`src/rtl/ysyx_22041211_mem_arbiter.sv`:
```
// Round-robin arbiter sharing one memory port between IFU (read-only) and LSU, one transaction in flight.
// Latency: request seen in IDLE -> mem_req_o next cycle; gnt/rvalid pass through combinationally; per-transaction response timeout.
module ysyx_22041211_mem_arbiter #(
    parameter int ADDR_LEN = 32,
    parameter int DATA_LEN = 32,
    parameter int TIMEOUT  = 255
) (
    input  logic                  clk,
    input  logic                  rst,

    input  logic                  ifu_req_i,
    input  logic [ADDR_LEN-1:0]   ifu_addr_i,
    output logic                  ifu_gnt_o,
    output logic                  ifu_rvalid_o,
    output logic [DATA_LEN-1:0]   ifu_rdata_o,
    output logic                  ifu_err_o,

    input  logic                  lsu_req_i,
    input  logic                  lsu_we_i,
    input  logic [ADDR_LEN-1:0]   lsu_addr_i,
    input  logic [DATA_LEN-1:0]   lsu_wdata_i,
    input  logic [DATA_LEN/8-1:0] lsu_wmask_i,
    output logic                  lsu_gnt_o,
    output logic                  lsu_rvalid_o,
    output logic [DATA_LEN-1:0]   lsu_rdata_o,
    output logic                  lsu_err_o,

    output logic                  mem_req_o,
    output logic                  mem_we_o,
    output logic [ADDR_LEN-1:0]   mem_addr_o,
    output logic [DATA_LEN-1:0]   mem_wdata_o,
    output logic [DATA_LEN/8-1:0] mem_wmask_o,
    input  logic                  mem_gnt_i,
    input  logic                  mem_rvalid_i,
    input  logic [DATA_LEN-1:0]   mem_rdata_i,

    output logic                  busy_o
);

    typedef enum logic [1:0] {
        IDLE,
        REQ,
        WAIT_RESP
    } state_t;

    localparam logic       OWN_IFU = 1'b0;
    localparam logic       OWN_LSU = 1'b1;
    localparam bit         TO_EN   = (TIMEOUT != 0);
    localparam logic [7:0] TO_LAST = 8'(TIMEOUT - 1);

    state_t     state, state_nxt;
    logic       owner, owner_nxt;
    logic       last_grant, last_grant_nxt;
    logic [7:0] to_cnt, to_cnt_nxt;

    logic       gnt;
    logic       resp_vld;
    logic       resp_err;

    always_ff @(posedge clk) begin
        if (rst) begin
            state      <= IDLE;
            owner      <= OWN_IFU;
            last_grant <= OWN_IFU;
            to_cnt     <= 8'd0;
        end else begin
            state      <= state_nxt;
            owner      <= owner_nxt;
            last_grant <= last_grant_nxt;
            to_cnt     <= to_cnt_nxt;
        end
    end

    always_comb begin
        state_nxt      = state;
        owner_nxt      = owner;
        last_grant_nxt = last_grant;
        to_cnt_nxt     = to_cnt;
        mem_req_o      = 1'b0;
        gnt            = 1'b0;
        resp_vld       = 1'b0;
        resp_err       = 1'b0;

        case (state)
            IDLE: begin
                // On a tie the requester that did not win last time goes next.
                if (ifu_req_i && lsu_req_i) begin
                    owner_nxt = ~last_grant;
                    state_nxt = REQ;
                end else if (ifu_req_i) begin
                    owner_nxt = OWN_IFU;
                    state_nxt = REQ;
                end else if (lsu_req_i) begin
                    owner_nxt = OWN_LSU;
                    state_nxt = REQ;
                end
            end
            REQ: begin
                mem_req_o = 1'b1;
                gnt       = mem_gnt_i;
                if (mem_gnt_i) begin
                    last_grant_nxt = owner;
                    to_cnt_nxt     = 8'd0;
                    state_nxt      = WAIT_RESP;
                end
            end
            WAIT_RESP: begin
                to_cnt_nxt = to_cnt + 8'd1;
                // A real response on the timeout cycle wins over the error.
                if (mem_rvalid_i) begin
                    resp_vld  = 1'b1;
                    state_nxt = IDLE;
                end else if (TO_EN && (to_cnt == TO_LAST)) begin
                    resp_vld  = 1'b1;
                    resp_err  = 1'b1;
                    state_nxt = IDLE;
                end
            end
            default: state_nxt = IDLE;
        endcase
    end

    always_comb begin
        mem_we_o    = 1'b0;
        mem_addr_o  = '0;
        mem_wdata_o = '0;
        mem_wmask_o = '0;
        if (mem_req_o) begin
            if (owner == OWN_LSU) begin
                mem_we_o    = lsu_we_i;
                mem_addr_o  = lsu_addr_i;
                mem_wdata_o = lsu_wdata_i;
                mem_wmask_o = lsu_wmask_i;
            end else begin
                mem_addr_o  = ifu_addr_i;
            end
        end
    end

    assign ifu_gnt_o    = gnt      & (owner == OWN_IFU);
    assign ifu_rvalid_o = resp_vld & (owner == OWN_IFU);
    assign ifu_err_o    = resp_err & (owner == OWN_IFU);
    assign ifu_rdata_o  = (ifu_rvalid_o && !resp_err) ? mem_rdata_i : '0;

    assign lsu_gnt_o    = gnt      & (owner == OWN_LSU);
    assign lsu_rvalid_o = resp_vld & (owner == OWN_LSU);
    assign lsu_err_o    = resp_err & (owner == OWN_LSU);
    assign lsu_rdata_o  = (lsu_rvalid_o && !resp_err) ? mem_rdata_i : '0;

    assign busy_o = (state != IDLE);

endmodule

```
`config.mk`:
```
export PLATFORM = sky130hd
export DESIGN_NAME = ysyx_22041211_mem_arbiter
export DESIGN_NICKNAME = d
export VERILOG_FILES = /design/src/rtl/ysyx_22041211_mem_arbiter.sv
export SDC_FILE = /design/constraint.sdc
export NUM_CORES = 1
export LEC_CHECK = 0
export CORE_AREA = 5 5 105 107
export DETAILED_ROUTE_END_ITERATION = 10
export DIE_AREA = 0 0 110 112
export PLACE_DENSITY_LB_ADDON = 0.1
export SYNTH_ARGS = -nofsm -noshare
export SYNTH_HDL_FRONTEND = slang
export SYNTH_SLANG_ARGS = --single-unit
```
`constraint.sdc`:
```
create_clock -name clk -period 1.8 [get_ports clk]
set_clock_uncertainty 0.2 [all_clocks]
set_input_delay 0.36 -clock clk [delete_from_list [all_inputs] [get_ports clk]]
set_output_delay 0.36 -clock clk [all_outputs]
set_load 0.01 [all_outputs]
```
Yosys cells after proc, flatten, opt, wreduce, memory -nomap -nowiden --
Index checks and enable logic that the tools add are counted.
Word-level totals: flip-flop bits (word level) 12, input bits 139, output and inout port bits 141, word-level logic and storage cells 60
Operators by class: add/sub/neg operators 1, equal/unequal tests 6, mux-type cells 29, bitwise operators 8, reduce and logical (&&, ||, !) cells 12
Operators with widths (count):
- two-way mux 32 bit | 6
- case mux 8 bit (2 select lines) | 1
- two-way mux 1 bit | 12
- two-way mux 2 bit | 6
- adder 8 x 1 -> 8 bit (second input constant) | 1
- equality test 8 bit (second input constant) | 1
- two-way mux 4 bit | 2
- two-way mux 8 bit | 1
- bitwise AND 1 bit | 6
- case mux 2 bit (3 select lines) | 1
- AND reduction 2 bit | 3
- != test 4 bit (second input constant) | 1
- nonzero test 2 bit | 2
- logical AND 1 bit | 3
- != test 3 bit (second input constant) | 1
- AND reduction 3 bit | 1
- nonzero test 3 bit | 1
- equality test 2 x 1 -> 1 bit (second input constant) | 1
- equality test 2 bit (second input constant) | 1
- zero test 2 bit | 1
- != test 2 bit (second input constant) | 1
- NOT 1 bit | 2
- zero test 1 bit | 1

Depth between registers and ports, before layout --
depth after elaboration 7, depth in mapped cells 6, depth with buffers taken out 4

Least setup slack after synthesis --
OpenSTA, ideal clock, no wires.
path kind reg-to-output, from register state[0], to output port ifu_rdata_o[10], arrival time 1251 ps, required time 1240 ps, path slack -11 ps, stages on the path, launching flop included 6, path buffers 2, cells stage by stage dfxtp_1 -> buf_2 -> nand2b_1 -> nor3_2 -> clkbuf_1 -> and2_1
On the way: cells in the longest elaborated chain, start to end 5, elaborated cells between the ends (all ways) 7, those cells by class eq/ne (1); mux (3); bitwise (1); reduce/logical (2)
RTL lines:
- start, declared | line 51 | state_t state, state_nxt;
- start signal, assigned | line 67 | state <= state_nxt;
- equality test 2 bit * | line 84 | case (state)
- two-way mux 1 bit | line 84
- bitwise AND 1 bit / zero test 1 bit (equally long branches) | line 141, 143
- logical AND 1 bit * | line 143 | assign ifu_rdata_o = (ifu_rvalid_o && !resp_err) ? mem_rdata_i : '0;
- two-way mux 32 bit * | line 143
- end, declared | line 15 | output logic [DATA_LEN-1:0] ifu_rdata_o,
Every way passes the cells marked *; elsewhere a longest branch is shown, timed or not.

Worst setup path after layout --
from register state[1], to output port mem_wmask_o[2]
On the way: cells in the longest elaborated chain, start to end 3
RTL lines:
- equality test 2 x 1 -> 1 bit | line 84
- two-way mux 1 bit | line 84
- two-way mux 4 bit | line 128 | if (mem_req_o) begin
- end, declared | line 32 | output logic [DATA_LEN/8-1:0] mem_wmask_o,
Every way passes these cells.

==> results.txt <==
- Detailed routing inserted a total of approximately 3300 vias.
- Pin slew with the least headroom to its limit: 0.323 ns
- Hold Buf Count CTS: 0
- The die covers around 12000 µm².
* Number of global-route vias before repair: between 3000 and 4000
* Static leakage power: ~2.7 nW
* Starting Density: 0.182
- Hold Vio Cnt, Final: 0
* Root Buffer Master: sky130_fd_sc_hd__clkbuf_8
- Classification of the worst setup path: register to primary output
- Measured along the x axis, the die boundary spans about 110 µm.
- After detailed routing, the average wire length per cell comes to 18.9 µm.
- The synthesized design spends more area on one cell type than any other, namely sky130_fd_sc_hd__and2_1.
- RR Startpoint: state[1]$_SDFFE_PP0P_
- Clock buffer depth: 2
- Startpoint of the lowest-slack hold path: last_grant$_SDFFE_PP0P_
* I/O Pins: 280
- RSZ-0062 raised after global routing: yes
- Final setup viols: ~140
- The net count of the finished layout is ~740.
- CORE AREA: 10000 µm²
- For this run, the total global-route usage over all layers was measured as 0.190.
* Worst slack at placement: -0.832 ns
- Commonest cells in the synthesized netlist: sky130_fd_sc_hd__and2_1, sky130_fd_sc_hd__and3_1, sky130_fd_sc_hd__nor2_1
* CTS Buf Count: 3
- Number of synthesized register bits: 12
- Wire length of the first global-routing pass: approximately 19000 µm
- In this run the cell area measured after placement is roughly 4900 µm².
- For this run, the number of Yosys warnings is 0.
- Across the run, the number of max-cap violations was 0.
- After detailed routing, the number of vias per cell comes to between 4 and 5.
- Antenna Violating Nets Remaining: 0
- Highest attainable clock frequency: just under 500 MHz
* Share of the yosys chip area belonging to registers: 0.132
- Of all nets on the critical path, the largest fanout is 5.
- Arrival time at the worst endpoint: ~1.5 ns
- In the finished design, the share of the clock period the worst path needs comes to 1.14.
* Kind of capture point of the worst setup path: primary output
* Cell count after synthesis: 269
- IR analysis of the VDD net gives a maximum drop of between 0.2 and 0.25 mV.
- After layout, the minimum clock period comes to 2.06 ns.
- Number of different library cells in the post-synthesis netlist: 35
* Mapped Avg Cell Area: 6.79 µm²
- Yosys mapped a number of flops with a built-in enable equal to 0.
- Area occupied by multi-input gates: 1810 µm²
- Tightest Hold Check Type: register to register
- In the routed design, unresolved DRC markers number 0.
- Counting flops with an async set or reset pin after synthesis yields a share of 0.
* Height of the chip: between 100 and 150 µm
- Register area: about 260 µm²
* Antenna cells: 0
- Yosys instantiated no cell more often than sky130_fd_sc_hd__and2_1.
- Starting DRC count in detailed routing: 158
- Summing every instance area after synthesis gives approximately 1800 µm².
- PwrDens: around 310 nW/µm²
- Clock insertion delay at the later pin of the skew report: roughly 0.25 ns
* DRT Pass-1 Iters: 4
- The max-slew violation count is 0.
* Num rows: 37
* Filler Cell Count: 898
* Clock tree from TritonCTS: yes
- Worst setup slack for register-to-register paths: between 0.15 and 0.2 ns
* Pin count of the biggest net entering global routing: 33
* Top area cells in the synthesized netlist: sky130_fd_sc_hd__and2_1, sky130_fd_sc_hd__mux2i_1, sky130_fd_sc_hd__dfxtp_1
* Data required time of the worst path: between 1 and 1.5 ns
* Buffers on Ports: between 200 and 300
- The worst setup path is launched from a register.
- From synthesis to final layout, the design area changed by 227%.
- CTS sink cnt: 12
- Top_reg_cell synth: sky130_fd_sc_hd__dfxtp_1
* Crit. Startpoint: state[1]$_SDFFE_PP0P_
* Routed WL: roughly 14000 µm
- Worst slew margin relative to its limit: 0.782
- After clock tree synthesis, the clock-pin slew on the worst setup and hold paths is approximately 0.050 ns.
- Layout Cell Area excl Fill: approximately 6000 µm²
- The flow ran to the end, but the final reports show violations.
- RD Place Congestion: approximately 0.8
* Setup slack after layout: -0.255 ns
- Summed over all nets, the half-perimeter wirelength after detailed placement is 9350 µm.
- CTS built an H-tree with a depth of 1.
- Counting every net in the synthesized netlist gives 410.
- Layout cell share with drive strength beyond 1: 0.554
* Initial antenna violation count: 0
- Violations in the final reports: negative setup slack
- After global routing the overflow that remains totals 0.
- The share of synthesized area in the top cell type comes to 0.219.
-- placed cells by master (no fill, tap or decap), types with 9 or more instances in the layout --
cell | synthesis | routed
sky130_fd_sc_hd__a21oi_1 | 10 | 9
sky130_fd_sc_hd__and2_1 | 64 | 15
sky130_fd_sc_hd__and2_4 | 0 | 49
sky130_fd_sc_hd__and3_1 | 38 | 9
sky130_fd_sc_hd__and3_4 | 0 | 30
sky130_fd_sc_hd__buf_12 | 0 | 16
sky130_fd_sc_hd__buf_2 | 6 | 61
sky130_fd_sc_hd__buf_4 | 0 | 27
sky130_fd_sc_hd__buf_6 | 0 | 91
sky130_fd_sc_hd__clkdlybuf4s50_1 | 0 | 137
sky130_fd_sc_hd__mux2i_1 | 33 | 30
sky130_fd_sc_hd__nor2_1 | 34 | 23
sky130_fd_sc_hd__nor2_2 | 0 | 11
-- critical path, cell delays in order, from the launching register on --
cell	delay (ns)
sky130_fd_sc_hd__dfxtp_4	0.38
sky130_fd_sc_hd__nand2b_4	0.16
sky130_fd_sc_hd__inv_8	0.05
sky130_fd_sc_hd__buf_6	0.12
sky130_fd_sc_hd__buf_12	0.12
sky130_fd_sc_hd__buf_16	0.12
sky130_fd_sc_hd__and3_4	0.17
sky130_fd_sc_hd__buf_6	0.12
-- registers in the layout, summed over array words and instances (netlist names) --
name,count
state,2
to_cnt,8
last_grant,1
owner,1
-- final cells by class --
| type | instances | area share |
|---|---|---|
| clock buffer | 4 | 0.00923 |
| inverter | 7 | 0.00566 |
| multi-input combinational | 223 | 0.304 |
| sequential | 12 | 0.0430 |
| tap | 136 | 0.0285 |
| timing repair buffer | 350 | 0.610 |
-- stage by stage --
| stage | total power [W] | hold WS (ns) | setup TNS, ns | cells | util |
|---|---|---|---|---|---|
| CTS | 0.00176 | 0.325 | -26.45 | 722 | 0.550 |
| global route | 0.00194 | 0.380 | -30.84 | 732 | 0.594 |
| detailed placement | 0.00119 | 0.312 | -72.30 | 683 | 0.491 |
| finish | 0.00184 | 0.312 | -23.17 | 732 | 0.594 |
| global placement | 0.00118 | 0.284 | -70.26 | 683 | 0.491 |
| floorplan | 0.000582 | 0.252 | -0.350 | 269 | - |
-- worst paths after layout --
path | to | depth (start not counted)
max | mem_wmask_o[2] | 7
max reg2reg | to_cnt[2]$_SDFFE_PP0P_ | 6
min reg2reg | last_grant$_SDFFE_PP0P_ | 2
min | last_grant$_SDFFE_PP0P_ | 2
-- power by group --
part           internal (W)  switching [W]  total [W]
registers          0.000273      0.0000117   0.000285
clock network      0.000194       0.000113   0.000307
logic              0.000796       0.000457    0.00125
-- cells by family (layout without fill, tap and decap cells) --
group,Yosys count,count (layout),synth area share
AND/OR/NAND/NOR,166,166,0.518
buffers and inverters,34,361,0.0767
multiplexers,33,33,0.181
AO/OA/AOI/OAI,22,22,0.0795
flip-flops,12,12,0.132
adder cells (fa/ha/maj),2,2,0.0137
-- repair_timing --
action,4_1_cts,5_1_grt
endpoints found under the setup margin,141,139
pin swaps,38,48
hold endpoints to repair,0,0
gates cloned,15,6
resized for setup,729,95
buffers inserted,21,14
-- per-layer routing --
layer	part of all wire	global-route usage
met3	0.099	0.0539
met2	0.55	0.383
met5	0	0
met1	0.34	0.186
met4	0.014	0.0357
(Power assumes the default switching activity.)
